## config.mk

```make
export PLATFORM = sky130hd
export DESIGN_NAME = hba_gpio_irq
export DESIGN_NICKNAME = d
export VERILOG_FILES = /design/src/rtl/hba_gpio_irq.sv
export SDC_FILE = /design/constraint.sdc
export NUM_CORES = 1
export LEC_CHECK = 0
export CORE_ASPECT_RATIO = 0.75
export CORE_UTILIZATION = 45
export DETAILED_ROUTE_END_ITERATION = 8
export GPL_ROUTABILITY_DRIVEN = 0
export GPL_TIMING_DRIVEN = 1
export PLACE_DENSITY = 0.73
export SETUP_SLACK_MARGIN = 0.1
export SYNTH_ARGS = -nofsm -noshare
export SYNTH_HDL_FRONTEND = slang
export SYNTH_SLANG_ARGS = --single-unit
```

## constraint.sdc

```tcl
create_clock -name clk -period 3.19 [get_ports clk]
set_clock_uncertainty 0.1 [all_clocks]
set_input_delay 0.638 -clock clk [delete_from_list [all_inputs] [get_ports clk]]
set_output_delay 0.638 -clock clk [all_outputs]
set_load 0.05 [all_outputs]
```

## src/rtl/hba_gpio_irq.sv

```systemverilog
// hba_gpio_irq: GPIO_WIDTH-pin HBA bus slave with per-pin edge-detect interrupts.
// Optional per-pin input debounce filter is built when HBA_GPIO_DEBOUNCE_EN is defined.
module hba_gpio_irq #(
    parameter int DBUS_WIDTH        = 8,
    parameter int PERIPH_ADDR_WIDTH = 4,
    parameter int REG_ADDR_WIDTH    = 8,
    parameter int PERIPH_ADDR       = 0,
    parameter int GPIO_WIDTH        = 4
`ifdef HBA_GPIO_DEBOUNCE_EN
    ,
    parameter int DEBOUNCE_CYCLES   = 16
`endif
) (
    input  logic                                        clk,
    input  logic                                        reset,
    input  logic                                        hba_select,
    input  logic                                        hba_rnw,
    input  logic [PERIPH_ADDR_WIDTH+REG_ADDR_WIDTH-1:0] hba_abus,
    input  logic [DBUS_WIDTH-1:0]                       hba_dbus,
    output logic                                        hba_xferack,
    output logic [DBUS_WIDTH-1:0]                       hba_dbus_slave,
    output logic                                        hba_interrupt,
    output logic [GPIO_WIDTH-1:0]                       gpio_out_en,
    output logic [GPIO_WIDTH-1:0]                       gpio_out_sig,
    input  logic [GPIO_WIDTH-1:0]                       gpio_in_sig
);
    localparam int GW = GPIO_WIDTH;
    localparam int PW = PERIPH_ADDR_WIDTH;
    localparam int RW = REG_ADDR_WIDTH;

    localparam logic [PW-1:0] PERIPH_ID   = PW'(PERIPH_ADDR);
    localparam logic [RW-1:0] R_OUT       = RW'(0);
    localparam logic [RW-1:0] R_DIR       = RW'(1);
    localparam logic [RW-1:0] R_IN        = RW'(2);
    localparam logic [RW-1:0] R_INT_EN    = RW'(3);
    localparam logic [RW-1:0] R_STATUS    = RW'(4);
    localparam logic [RW-1:0] R_EDGE_SEL  = RW'(5);
    localparam logic [RW-1:0] R_EDGE_BOTH = RW'(6);

    typedef enum logic [1:0] {S_IDLE, S_ACK, S_WAIT} state_t;

    state_t state_q, state_d;

    logic [GW-1:0] out_q, out_d;
    logic [GW-1:0] dir_q, dir_d;
    logic [GW-1:0] int_en_q, int_en_d;
    logic [GW-1:0] status_q, status_d;
    logic [GW-1:0] edge_sel_q, edge_sel_d;
    logic [GW-1:0] edge_both_q, edge_both_d;
    logic [GW-1:0] sync1_q, sync1_d;
    logic [GW-1:0] sync2_q, sync2_d;
    logic [GW-1:0] prev_q, prev_d;
    logic          irq_q, irq_d;

    logic [PW-1:0]         periph_f;
    logic [RW-1:0]         reg_f;
    logic [GW-1:0]         wdata;
    logic [GW-1:0]         filt;
    logic [GW-1:0]         rise, fall, evt, clr;
    logic                  wr_en;
    logic [DBUS_WIDTH-1:0] rd_word;

    assign periph_f = hba_abus[PW+RW-1:RW];
    assign reg_f    = hba_abus[RW-1:0];
    assign wdata    = hba_dbus[GW-1:0];

    generate
        if (DBUS_WIDTH > GW) begin : g_unused
            logic unused_dbus;
            assign unused_dbus = ^hba_dbus[DBUS_WIDTH-1:GW];
        end
    endgenerate

`ifdef HBA_GPIO_DEBOUNCE_EN
    localparam int            CW       = $clog2(DEBOUNCE_CYCLES + 1);
    localparam logic [CW-1:0] CNT_LAST = CW'(DEBOUNCE_CYCLES - 1);

    logic [GW-1:0][CW-1:0] cnt_q, cnt_d;
    logic [GW-1:0]         filt_q, filt_d;

    // Counter runs only while sync disagrees with the filtered level; any agreement restarts it.
    always_comb begin
        cnt_d  = cnt_q;
        filt_d = filt_q;
        for (int i = 0; i < GW; i++) begin
            if (sync2_q[i] == filt_q[i]) begin
                cnt_d[i] = '0;
            end else if (cnt_q[i] == CNT_LAST) begin
                filt_d[i] = sync2_q[i];
                cnt_d[i]  = '0;
            end else begin
                cnt_d[i] = cnt_q[i] + CW'(1);
            end
        end
    end

    always_ff @(posedge clk or posedge reset) begin
        if (reset) begin
            cnt_q  <= '0;
            filt_q <= '0;
        end else begin
            cnt_q  <= cnt_d;
            filt_q <= filt_d;
        end
    end

    assign filt = filt_q;
`else
    assign filt = sync2_q;
`endif

    assign rise = filt & ~prev_q;
    assign fall = ~filt & prev_q;
    assign evt  = (edge_both_q & (rise | fall))
                | (~edge_both_q & edge_sel_q & rise)
                | (~edge_both_q & ~edge_sel_q & fall);

    always_comb begin
        state_d = state_q;
        case (state_q)
            S_IDLE:  if (hba_select && periph_f == PERIPH_ID) state_d = S_ACK;
            S_ACK:   state_d = S_WAIT;
            S_WAIT:  if (!hba_select) state_d = S_IDLE;
            default: state_d = S_IDLE;
        endcase
    end

    assign wr_en = (state_q == S_ACK) && !hba_rnw;
    assign clr   = (wr_en && reg_f == R_STATUS) ? wdata : '0;

    always_comb begin
        out_d       = out_q;
        dir_d       = dir_q;
        int_en_d    = int_en_q;
        edge_sel_d  = edge_sel_q;
        edge_both_d = edge_both_q;
        // New events win over a simultaneous W1C of the same bit.
        status_d    = (status_q & ~clr) | evt;
        sync1_d     = gpio_in_sig;
        sync2_d     = sync1_q;
        prev_d      = filt;
        irq_d       = |(status_q & int_en_q);
        if (wr_en) begin
            case (reg_f)
                R_OUT:       out_d       = wdata;
                R_DIR:       dir_d       = wdata;
                R_INT_EN:    int_en_d    = wdata;
                R_EDGE_SEL:  edge_sel_d  = wdata;
                R_EDGE_BOTH: edge_both_d = wdata;
                default:     ;
            endcase
        end
    end

    always_comb begin
        rd_word = '0;
        case (reg_f)
            R_OUT:       rd_word[GW-1:0] = out_q;
            R_DIR:       rd_word[GW-1:0] = dir_q;
            R_IN:        rd_word[GW-1:0] = filt;
            R_INT_EN:    rd_word[GW-1:0] = int_en_q;
            R_STATUS:    rd_word[GW-1:0] = status_q;
            R_EDGE_SEL:  rd_word[GW-1:0] = edge_sel_q;
            R_EDGE_BOTH: rd_word[GW-1:0] = edge_both_q;
            default:     ;
        endcase
    end

    always_ff @(posedge clk or posedge reset) begin
        if (reset) begin
            state_q     <= S_IDLE;
            out_q       <= '0;
            dir_q       <= '0;
            int_en_q    <= '0;
            status_q    <= '0;
            edge_sel_q  <= '0;
            edge_both_q <= '0;
            sync1_q     <= '0;
            sync2_q     <= '0;
            prev_q      <= '0;
            irq_q       <= 1'b0;
        end else begin
            state_q     <= state_d;
            out_q       <= out_d;
            dir_q       <= dir_d;
            int_en_q    <= int_en_d;
            status_q    <= status_d;
            edge_sel_q  <= edge_sel_d;
            edge_both_q <= edge_both_d;
            sync1_q     <= sync1_d;
            sync2_q     <= sync2_d;
            prev_q      <= prev_d;
            irq_q       <= irq_d;
        end
    end

    // Ack and read data decode straight from state so a reset clears them at once.
    assign hba_xferack    = (state_q == S_ACK);
    assign hba_dbus_slave = (hba_xferack && hba_rnw) ? rd_word : '0;
    assign hba_interrupt  = irq_q;
    assign gpio_out_en    = dir_q;
    assign gpio_out_sig   = out_q;

endmodule

```

* Word level (Yosys, flattened, before mapping) *
Index checks and enable logic that the tools add are counted.

cells by class
  reduce and logical (&&, ||, !) cells = 15
  equality and inequality tests = 10
  muxes and demuxes = 6
  bitwise gates (word level) = 18

operator list
  cell                                                 number
  bitwise AND 4 bit                                    9
  one-hot mux 4 bit (7 select lines)                   1
  equality test 8 x 3 -> 1 bit, second input constant  3
  NOT 4 bit                                            5
  equality test 8 x 2 -> 1 bit, second input constant  2
  OR 4 bit                                             4
  AND reduction 2 bit                                  6
  equality test 8 x 1 -> 1 bit, second input constant  1
  zero test 8 bit                                      1
  two-way mux 4 bit                                    2
  one-hot mux 2 bit (3 select lines)                   1
  logical AND 1 bit                                    4
  zero test 4 bit                                      1
  two-way mux 2 bit                                    2
  inequality test 2 bit, second input constant         2
  OR reduction 4 bit                                   1
  equality test 2 x 1 -> 1 bit, second input constant  1
  equality test 2 bit, second input constant           1
  zero test 2 bit                                      1
  zero test 1 bit                                      1

word-level totals
  word-level logic and storage cells = 60
  bits in registers = 39
  bits of input ports = 28

* Longest topological paths before layout *
Gate-level depths: netlist (run 1).

  word-level depth = 7
  depth in mapped cells = 6

* Worst setup path before layout (run 1) *
No wires, ideal clock.

  path type = input to output
  from = input port hba_abus[5]
  to = output port hba_dbus_slave[0]
  cell stages on the path = 4
  data arrival time = 2,757 ps
  data required time = 2,452 ps
  path buffers = 0
  setup slack = -305 ps
  path through = or4_4 -> or4b_2 -> a2bb2oi_1 -> a21oi_1

between the ends
  longest elaborated chain between the ends = 3
  elaborated cells between the ends (all ways) = 9

RTL lines
  element                                               line  RTL
  from (decl)                                           18    input logic [PERIPH_ADDR_WIDTH+REG_ADDR_WIDTH-1:0] hba_abus,
  equality test 8 x 3 -> 1 bit (tied with other cells)  157   case (reg_f)
  one-hot mux 4 bit (7 select lines) *                  157
  two-way mux 4 bit *                                   199   assign hba_dbus_slave = (hba_xferack && hba_rnw) ? rd_word : '0;
  to (decl)                                             21    output logic [DBUS_WIDTH-1:0] hba_dbus_slave,

Every way passes the cells marked *; elsewhere a longest branch is shown, timed or not.

* Worst setup path in the final report (run 1) *
  from = input port hba_abus[6]
  to = output port hba_dbus_slave[1]

Same word-level chain as after synthesis.

==> results of run 1 <==
==> worst reg2reg max path, cell delays in order (launching register included) <==
cell,delay [ps]
dfrtp_1,390
nand2b_1,250
or3_4,410
nor4_4,460
mux2_2,400
==> synth_stat cells <==
cell,number
mux2i_1,5
buf_4,6
nor3_1,2
nor3b_4,1
a21o_1,4
nor2b_1,7
nand4b_1,1
or4b_2,2
nor4_4,1
a22oi_1,5
a2bb2oi_1,3
o21a_1,1
dfrtp_1,39
mux4_2,1
nand2_1,8
ha_1,8
or3_4,1
nand3_1,4
buf_6,1
conb_1,1
nor4_1,1
mux2_2,22
inv_1,10
o2bb2ai_1,1
nand3b_1,1
o21ai_0,1
a22o_1,2
a211oi_1,5
nand2b_1,1
nor2_1,2
or4_4,1
a21oi_1,7
nor4b_1,2
and2b_2,1
==> cell type report <==
type                            instances  area share [%]
Sequential cell                        39            37.6
Clock inverter                          3           0.579
Clock buffer                            5            2.65
Multi-Input combinational cell        105            36.2
Timing Repair Buffer                   49            18.8
Tap cell                               55            2.65
Inverter                               10            1.45
==> sequential cells by signal, summed over array words and instances, names as in the netlist <==
signal,flops
int_en_q,4
edge_sel_q,4
filt,4
status_q,4
gpio_out_sig,4
state_q,2
gpio_out_en,4
prev_q,4
edge_both_q,4
hba_interrupt,1
sync1_q,4
==> repair_timing <==
action                     4_1_cts  5_1_grt
setup buffers                    1        1
pin swaps                        5        4
hold endpoints to repair         0        0
setup endpoints to repair        4        4
hold buffers                     0        0
gates resized for setup         13        3
==> placed cells by master, fill, tap and decap left out, types with 2 or more instances in the layout <==
master           netlist  routed
a211oi_1               5       4
a21o_1                 4       4
a21oi_1                7       5
a22o_1                 2       2
a22oi_1                5       4
a2bb2oi_2              0       2
buf_12                 0       4
buf_2                  0       3
buf_4                  6      12
clkbuf_8               0       5
clkdlybuf4s50_1        0      28
clkinv_2               0       3
conb_1                 1       4
dfrtp_1               39      39
ha_1                   8       8
inv_1                 10      10
mux2_2                22      22
mux2i_1                5       5
nand2_1                8       8
nand3_1                4       4
nor2_1                 2       2
nor2b_1                7       6
nor3_1                 2       2
==> layer usage <==
metal,vias to the layer above,track usage (%),wire (um)
met5,-,0,0
met4,0,7.14,70
met3,11,6.92,286
met2,61,34.3,1960
met1,697,25.7,1980
li1,665,-,-
==> cells by family (layout without fill, tap and decap cells) <==
group | after synthesis | after routing
buffers and inverters | 17 | 67
AND/OR/NAND/NOR | 36 | 36
other | 1 | 4
multiplexers | 28 | 28
adder cells (fa/ha/maj) | 8 | 8
flip-flops | 39 | 39
AO/OA/AOI/OAI | 29 | 29
==> how the worst max path moves through the flow <==
stage,cells past startpoint,endpoint,from,slack (ps)
finish,6,hba_dbus_slave[1],hba_abus[6],130
floorplan,4,hba_dbus_slave[0],hba_abus[5],80
global placement,6,hba_dbus_slave[1],hba_abus[5],-170
CTS,8,hba_dbus_slave[1],hba_abus[6],100
global route,6,hba_dbus_slave[1],hba_abus[6],100
detailed placement,6,hba_dbus_slave[1],hba_abus[5],-180
==> metrics by stage <==
stage	setup TNS (ps)	hold slack, ps	setup slack [ps]	total power [W]
after floorplan	0	231	80.9	0.000578
after global routing	0	262	101	0.000980
final	0	250	131	0.000937
after CTS	0	251	102	0.000947
after detailed placement	-545	235	-182	0.000625
after global placement	-384	234	-166	0.000621
==> power groups by stage <==
stage          Combinational, W  Clock (W)  Sequential, W
2_1_floorplan         0.0000587          0       0.000519
3_3_place_gp           0.000103          0       0.000518
3_5_place_dp           0.000106          0       0.000519
4_1_cts                0.000107   0.000331       0.000509
5_1_grt                0.000117   0.000353       0.000510
6_report               0.000107   0.000321       0.000509
==> results.md, run 1 <==
* Status: complete, no violations
* Period utilization at 95.9%
* Simple-gate portion of the synthesized area at 12.8%
* CP max stage cell: or4_4
* RSZ-0062 raised after global routing: no
* Slew headroom at 66.5%
* Largest cells by area after synthesis: dfrtp_1, mux2_2, ha_1
* Row count at 20
* Adder and majority gate portion of the synthesized area at 5.14%
* Synth Area in Compound Gates at 10.5%
* Share of the synthesized area in the top cell type at 50.1%
* Final cell count without fillers at 266
* Final Util at 63.2%
* Hold_sp: sync1_q[1]
* Area of the multi-input gates at 940 um^2
* Seq pwr share at 54.3%
* Max Cap Viol at 0
* Int Power at 0.000702 W
* Via/cell ratio at 5.39
* Hold Path Sink: filt[1]
* Design area at 0.00259 mm^2
* Cell taking the most area after synthesis: dfrtp_1
* Die height at 59.0 um
* Fin. Hold Viols at 0
* Psw at 0.000235 W
* All-Layer GR Usage at 20.7%
* Area of placed instances at 0.00249 mm^2
* Vias after detailed routing at 1434
* Peak VDD IR at 0.000269 V
* Crit end category: primary output
* Filler cell count at 326
* Chip width at 78.0 um
* WL per Instance at 16.2 um
* CP top delay family: simple AND/OR/NAND/NOR gates
* Worst reg2reg endpoint: edge_both_q[0]
* Initial detailed-routing violation count at 73
* Max clock buf depth at 2
* Synth cell types at 34
* Sequential share of the synthesized area at 50.1%
* Worst skew pair latency at 290 ps
* Final max-slew violation count at 0
* Clock power frac at 34.2%
* Fin nets at 246
* CP required at 2450 ps
* Clk root buf: clkbuf_8
* Final min period at 3060 ps
* Antenna viol nets, final at 0
* Kind of critical path: in2out
* Seq cells post-synth at 39
* Critical Path Fanout Max at 2
* Worst path cell trace: buf_2 -> or4_4 -> or4b_4 -> a2bb2oi_2 -> a21oi_4 -> buf_12
* Post-synthesis mux area share at 16.4%
* Post-Synth XOR/XNOR Area at 0%
* Worst r2r src: state_q[1]
* Leakage at 1.19 nW
* Placed Cells at 256
* Antenna violations before repair at 0
* H-tree Lvls at 2
* Peak Freq at 327 MHz
* Diodes inserted at 0
* Yosys warns at 0
* First-pass GRT wire length at 7020 um
* Total wire length at 4300 um
* PwrDens at 361 mW/mm^2
* Initial core utilization at 47.5%
* Grt ovf at 0
* Layout cells sized above 1 at 30.8%
* Hold path depth at 0
* Worst Path Arrival at 2320 ps
* Drc violations at 0
* Worst Path Buf+Inv at 2
* Setup violators final at 0
* Reg-to-reg slack, setup at 1070 ps
* Vias in the first global route at 1498
* Reg2reg path depth at 4
* Mapped Cells at 158
* CTS tree: yes
* Core area at 0.00410 mm^2
* Least-Margin Pin Slew at 501 ps
* Largest family of logic cells by synthesized area: multiplexers
* TritonCTS Buffers at 5
* IO Port Bufs at 37
* Register Area at 976 um^2
* Max incr delay on CP at 530 ps
* DP HPWL at 2990 um
* Switching fraction of total power at 25.1%
* Clock-pin slew on the worst setup and hold paths at 70 ps
* CTS sink count at 39
* CP startpoint kind: input port
* Drt pass-1 iters at 4
* Syn-to-layout area delta at 33.1%
* Area of the mapped netlist at 0.00195 mm^2
* Die area at 0.00460 mm^2
* Avg Inst Size Synth at 12.3 um^2
* Path category of the worst min-delay check: reg2reg
* Largest net degree at the start of global routing at 40
* Combinational power share at 11.4%
* # IOs at 46
(Power assumes the default switching activity.)
==> run 2: changes to the inputs <==
--- a/config.mk
+++ b/config.mk
@@ -5,11 +5,12 @@
 export SDC_FILE = /design/constraint.sdc
 export NUM_CORES = 1
 export LEC_CHECK = 0
-export CORE_ASPECT_RATIO = 0.75
+export CORE_ASPECT_RATIO = 0.7
 export CORE_UTILIZATION = 45
 export DETAILED_ROUTE_END_ITERATION = 8
 export GPL_ROUTABILITY_DRIVEN = 0
 export GPL_TIMING_DRIVEN = 1
+export HOLD_SLACK_MARGIN = 0.03
 export PLACE_DENSITY = 0.73
 export SETUP_SLACK_MARGIN = 0.1
 export SYNTH_ARGS = -nofsm -noshare
==> results.md, run 2 (same netlist as run 1, synthesis figures left out) <==
* Routed met3 length at 336 um (+17%)
* CP max stage cell: or4b_4
* Most common library cell in the layout ignoring fill and taps: dfrtp_1
* CP top delay family: simple AND/OR/NAND/NOR gates
* Drc violations at 0 (unchanged)
* Setup_tns at 0 ps (unchanged)
* Row count at 19 (-5.0%)
* Total power at 0.00104 W (+11%)
* IO Port Bufs at 37 (unchanged)
* Layout cells sized above 1 at 30.3% (-0.47 points)
* Placed Cells at 254 (-0.78%)
* Vias in the first global route at 1544 (+3.1%)
* Period utilization at 97.1% (+1.2 points)
* Antenna viol nets, final at 0 (unchanged)
* Kind of critical path: in2out
* Fin. Hold Viols at 0 (unchanged)
* Final min period at 3100 ps (+37.1 ps)
* Design area at 0.00263 mm^2 (+1.5%)
* Final max-slew violation count at 0 (unchanged)
* Largest net degree at the start of global routing at 40 (unchanged)
* Critical Path Fanout Max at 2 (unchanged)
* Leakage at 1.20 nW (+1.1%)
* Met1 Wirelength at 1880 um (-5.2%)
* CTS tree: yes
* Top layer in use: met4
* Reg-to-reg slack, setup at 1140 ps (+70 ps)
* Initial core utilization at 48.2% (+0.73 points)
* TritonCTS Buffers at 5 (unchanged)
* Commonest non-fill, non-tap cells in the layout: dfrtp_1, clkdlybuf4s50_1, mux2_2
* Setup violators final at 0 (unchanged)
* Vias after detailed routing at 1456 (+1.5%)
* Final cell count without fillers at 263 (-1.1%)
* Syn-to-layout area delta at 35.2%
* Worst path cell trace: buf_6 -> or4_4 -> or4b_4 -> a2bb2oi_2 -> a21oi_2 -> buf_12
* Max clock buf depth at 2 (unchanged)
* Worst Path Buf+Inv at 2 (unchanged)
* CTS sink count at 39 (unchanged)
* # IOs at 46 (unchanged)
* Peak VDD IR at 0.000305 V (+13%)
* PwrDens at 397 mW/mm^2 (+9.8%)
* Slew headroom at 66.5% (about the same)
* Antenna violations before repair at 0 (unchanged)
* Fin nets at 246 (unchanged)
* H-tree Lvls at 2 (unchanged)
* Max Cap Viol at 0 (unchanged)
* Area of placed instances at 0.00250 mm^2 (+0.65%)
* Hold Slack at 251 ps (+0.735 ps)
* Diodes inserted at 0 (unchanged)
* Least-Margin Pin Slew at 501 ps (+0.361 ps)
* WL per Instance at 16.6 um (+2.5%)
* DP HPWL at 3200 um (+6.9%)
* DR WL met2 at 2070 um (+5.5%)
* Chip width at 80.6 um (+3.4%)
* Grt ovf at 0 (unchanged)
* CP startpoint kind: input port
* Path category of the worst min-delay check: reg2reg
* Worst Path Arrival at 2360 ps (+40 ps)
* Clk root buf: clkbuf_8
* Die height at 57.1 um (-3.3%)
* Initial detailed-routing violation count at 83 (+14%)
* All-Layer GR Usage at 21.5% (+0.89 points)
* Drt pass-1 iters at 4 (unchanged)
* Status: complete, no violations
* Core area at 0.00404 mm^2 (-1.5%)
* Total wire length at 4350 um (+1.3%)
* Peak Freq at 323 MHz (-1.2%)
* Worst skew pair latency at 290 ps (about the same)
* Clock-pin slew on the worst setup and hold paths at 80 ps (about the same)
* Via/cell ratio at 5.54 (+2.7%)
* CP required at 2450 ps (about the same)
* RSZ-0062 raised after global routing: yes
* Die area at 0.00460 mm^2 (about the same)
* Crit end category: primary output
* First-pass GRT wire length at 7170 um (+2.1%)
* Max incr delay on CP at 570 ps (+40 ps)
-- run 2: routing by layer --
metal	vias up	track usage (%)
met2	58	35.0
met4	0	8.93
li1	669	-
met3	10	4.64
met1	719	28.2
met5	-	0
-- run 2: power by group --
group | internal, W | total (W) | switching (W)
clock network | 0.000253 | 0.000424 | 0.000171
logic | 0.0000520 | 0.000111 | 0.0000594
registers | 0.000503 | 0.000509 | 0.00000552
total | 0.000808 | 0.00104 | 0.000236
-- run 2: stage by stage --
stage / util [%] / worst slack [ps]
floorplan: - / 80.9
global placement: 62.0 / -163
detailed placement: 62.0 / -201
CTS: 65.1 / 93.0
global route: 65.2 / 85.2
finish: 65.2 / 93.7
-- run 2: final cells by class --
| class | count | area [um^2] |
|---|---|---|
| Timing Repair Buffer | 49 | 503 |
| Clock inverter | 2 | 35.0 |
| Tap cell | 52 | 65.1 |
| Clock buffer | 6 | 82.6 |
| Inverter | 10 | 37.5 |
| Sequential cell | 39 | 976 |
| Multi-Input combinational cell | 105 | 935 |
| Fill cell | 323 | 1410 |
-- run 2: path summary, 6_finish.rpt --
kind | start | to | depth (start not counted)
min | sync1_q[1] | filt[1] | 0
max | hba_abus[6] | hba_dbus_slave[0] | 6
min reg2reg | sync1_q[1] | filt[1] | 0
min in group asynchronous | reset | sync1_q[0] | 3
max in group asynchronous | reset | status_q[3] | 3
max reg2reg | state_q[1] | edge_both_q[3] | 4
-- run 2: what timing repair did --
item	4_1_cts	5_1_grt
resized for setup	15	1
hold buffers	0	0
endpoints found under the setup margin	4	3
pin swaps	4	2
buffers inserted	1	0
==> run 3: changes to the inputs <==
--- a/config.mk
+++ b/config.mk
@@ -5,6 +5,7 @@
 export SDC_FILE = /design/constraint.sdc
 export NUM_CORES = 1
 export LEC_CHECK = 0
+export ABC_AREA = 0
 export CORE_ASPECT_RATIO = 0.7
 export CORE_UTILIZATION = 45
 export DETAILED_ROUTE_END_ITERATION = 8
==> constraint.sdc (replaced) <==
create_clock -name clk -period 3.19 [get_ports clk]
set_clock_uncertainty 0.1 [all_clocks]
set_input_delay 0.638 -clock clk [delete_from_list [all_inputs] [get_ports clk]]
set_output_delay 0.638 -clock clk [all_outputs]
set_load 0.02 [all_outputs]
==> results.md, run 3 (same netlist as run 1, synthesis figures left out) <==
* Max clock buf depth at 2 (unchanged)
* Core area at 0.00404 mm^2 (unchanged)
* Filler cell count at 331 (+2.5%)
* RSZ-0062 raised after global routing: no
* Fin. Hold Viols at 0 (unchanged)
* Path category of the worst min-delay check: reg2reg
* Total wire length at 4250 um (-2.4%)
* Row count at 19 (unchanged)
* Vias after detailed routing at 1434 (-1.5%)
* First-pass GRT wire length at 6860 um (-4.3%)
* Switching fraction of total power at 23.0% (+0.43 points)
* Setup_tns at 0 ps (unchanged)
* Antenna violations before repair at 0 (unchanged)
* Syn-to-layout area delta at 29.7%
* Psw at 0.000209 W (-11%)
* Final cell count without fillers at 264 (+0.38%)
* CP max stage cell: or4b_4
* Hold_buf cts at 0 (unchanged)
* Int Power at 0.000700 W (-13%)
* Worst path cell trace: dlygate4sd2_1 -> or4_4 -> or4b_4 -> a2bb2oi_2 -> a21oi_1 -> buf_4
* Final min period at 3030 ps (-67.3 ps)
* Hold Slack at 250 ps (-0.517 ps)
* Met3 Track Usage GR at 5.12% (+0.48 points)
* Commonest non-fill, non-tap cells in the layout: dfrtp_1, clkdlybuf4s50_1, mux2_2
* Die height at 57.1 um (unchanged)
* Status: complete, no violations
* Fin nets at 249 (+1.2%)
* Final max-slew violation count at 0 (unchanged)
* Via/cell ratio at 5.43 (-1.9%)
* Setup violators final at 0 (unchanged)
* DP HPWL at 3140 um (-1.7%)
* H-tree Lvls at 2 (unchanged)
* Global-route met2 utilization at 28.7% (-6.3 points)
* Layout cells sized above 1 at 28.3% (-2.0 points)
* Kind of critical path: in2out
* Setup WS post-layout at 161 ps (+67.3 ps)
* CTS tree: yes
* Leakage at 1.18 nW (-2.2%)
* Grt ovf at 0 (unchanged)
* # IOs at 46 (unchanged)
* Clock power frac at 32.9% (-7.7 points)
* Worst skew pair latency at 290 ps (about the same)
* Crit end category: primary output
* Period utilization at 95.0% (-2.1 points)
* Area of the multi-input gates at 913 um^2 (-2.3%)
* Chip width at 80.6 um (unchanged)
* Peak VDD IR at 0.000280 V (-8.1%)
* Combinational power share at 11.1% (+0.4 points)
* Antenna viol nets, final at 0 (unchanged)
* Max incr delay on CP at 520 ps (-50 ps)
* Placed Cells at 258 (+1.6%)
* Clock-pin slew on the worst setup and hold paths at 70 ps (about the same)
* Diodes inserted at 0 (unchanged)
* IO Port Bufs at 37 (unchanged)
* Largest net degree at the start of global routing at 40 (unchanged)
* Worst Path Arrival at 2290 ps (-70 ps)
* WL per Instance at 16.1 um (-2.8%)
* Drt pass-1 iters at 4 (unchanged)
* Register Area at 976 um^2 (unchanged)
* Clk root buf: clkbuf_8
* All-Layer GR Usage at 20.4% (-1.1 points)
* Vias in the first global route at 1397 (-9.5%)
* Busiest grt layer: met1
* CP required at 2450 ps (about the same)
* PwrDens at 360 mW/mm^2 (-9.2%)
* TritonCTS Buffers at 5 (unchanged)
* Met1 Usage GRT at 30.4% (+2.3 points)
* Initial core utilization at 48.2% (unchanged)
* CP startpoint kind: input port
* Die area at 0.00460 mm^2 (unchanged)
* Pre-CTS WS at -724 ps (-523 ps)
* Seq pwr share at 56.0% (+7.3 points)
* Post-CTS Setup Bufs at 0 (-1)
* Initial detailed-routing violation count at 126 (+52%)
* Critical Path Fanout Max at 2 (unchanged)
* CTS sink count at 39 (unchanged)
* Peak Freq at 330 MHz (+2.2%)
* Final Util at 62.5% (-2.7 points)
* Most common library cell in the layout ignoring fill and taps: dfrtp_1
* Drc violations at 0 (unchanged)
* Max Cap Viol at 0 (unchanged)
run 3: through the flow:
stage                     power [W]  cell area, um^2
final                      0.000910             2530
after detailed placement   0.000619             2450
after floorplan            0.000569             1960
after CTS                  0.000920             2530
after global routing       0.000953             2530
after global placement     0.000616             2450
run 3: critical path, delay by kind of cell:
family | cells | cell delay [ps]
AO/OA/AOI/OAI | 2 | 310
buffers and inverters | 2 | 390
AND/OR/NAND/NOR | 2 | 940
run 3: timing repair:
action	CTS	global route
pin swaps	6	1
endpoints found under the setup margin	4	4
gates resized for setup	29	3
run 3: final timing paths:
path,from,end,slack [ps],depth (start not counted)
max reg2reg,state_q[1],edge_both_q[3],1190,5
min in group asynchronous,reset,edge_sel_q[3],670,3
max,hba_abus[5],hba_dbus_slave[0],160,6
min reg2reg,sync1_q[3],filt[3],250,0
min,sync1_q[3],filt[3],250,0
max in group asynchronous,reset,int_en_q[0],1990,3
run 3: area by class of cell:
| cell class | instances | share of cell area, % |
|---|---|---|
| clock buffers | 6 | 2.87 |
| repair buffers | 52 | 18.3 |
| inverters | 10 | 1.49 |
| multi-input cells | 105 | 36.2 |
| flip-flops and latches | 39 | 38.6 |
| well taps | 52 | 2.58 |
run 3: power groups by stage:
| stage | Clock, W | Sequential [W] | Combinational [W] |
|---|---|---|---|
| final | 0.000299 | 0.000510 | 0.000101 |
| after global routing | 0.000331 | 0.000510 | 0.000111 |
| after CTS | 0.000309 | 0.000509 | 0.000101 |
| after detailed placement | 0 | 0.000519 | 0.000100 |
| after global placement | 0 | 0.000518 | 0.0000981 |
| after floorplan | 0 | 0.000518 | 0.0000508 |
run 3: metal layers:
layer  share of wire, %  vias to the layer above
met5                  0                        -
met4                1.4                        0
met3                7.2                       11
met2                 42                       53
met1                 49                      695
li1                   -                      675
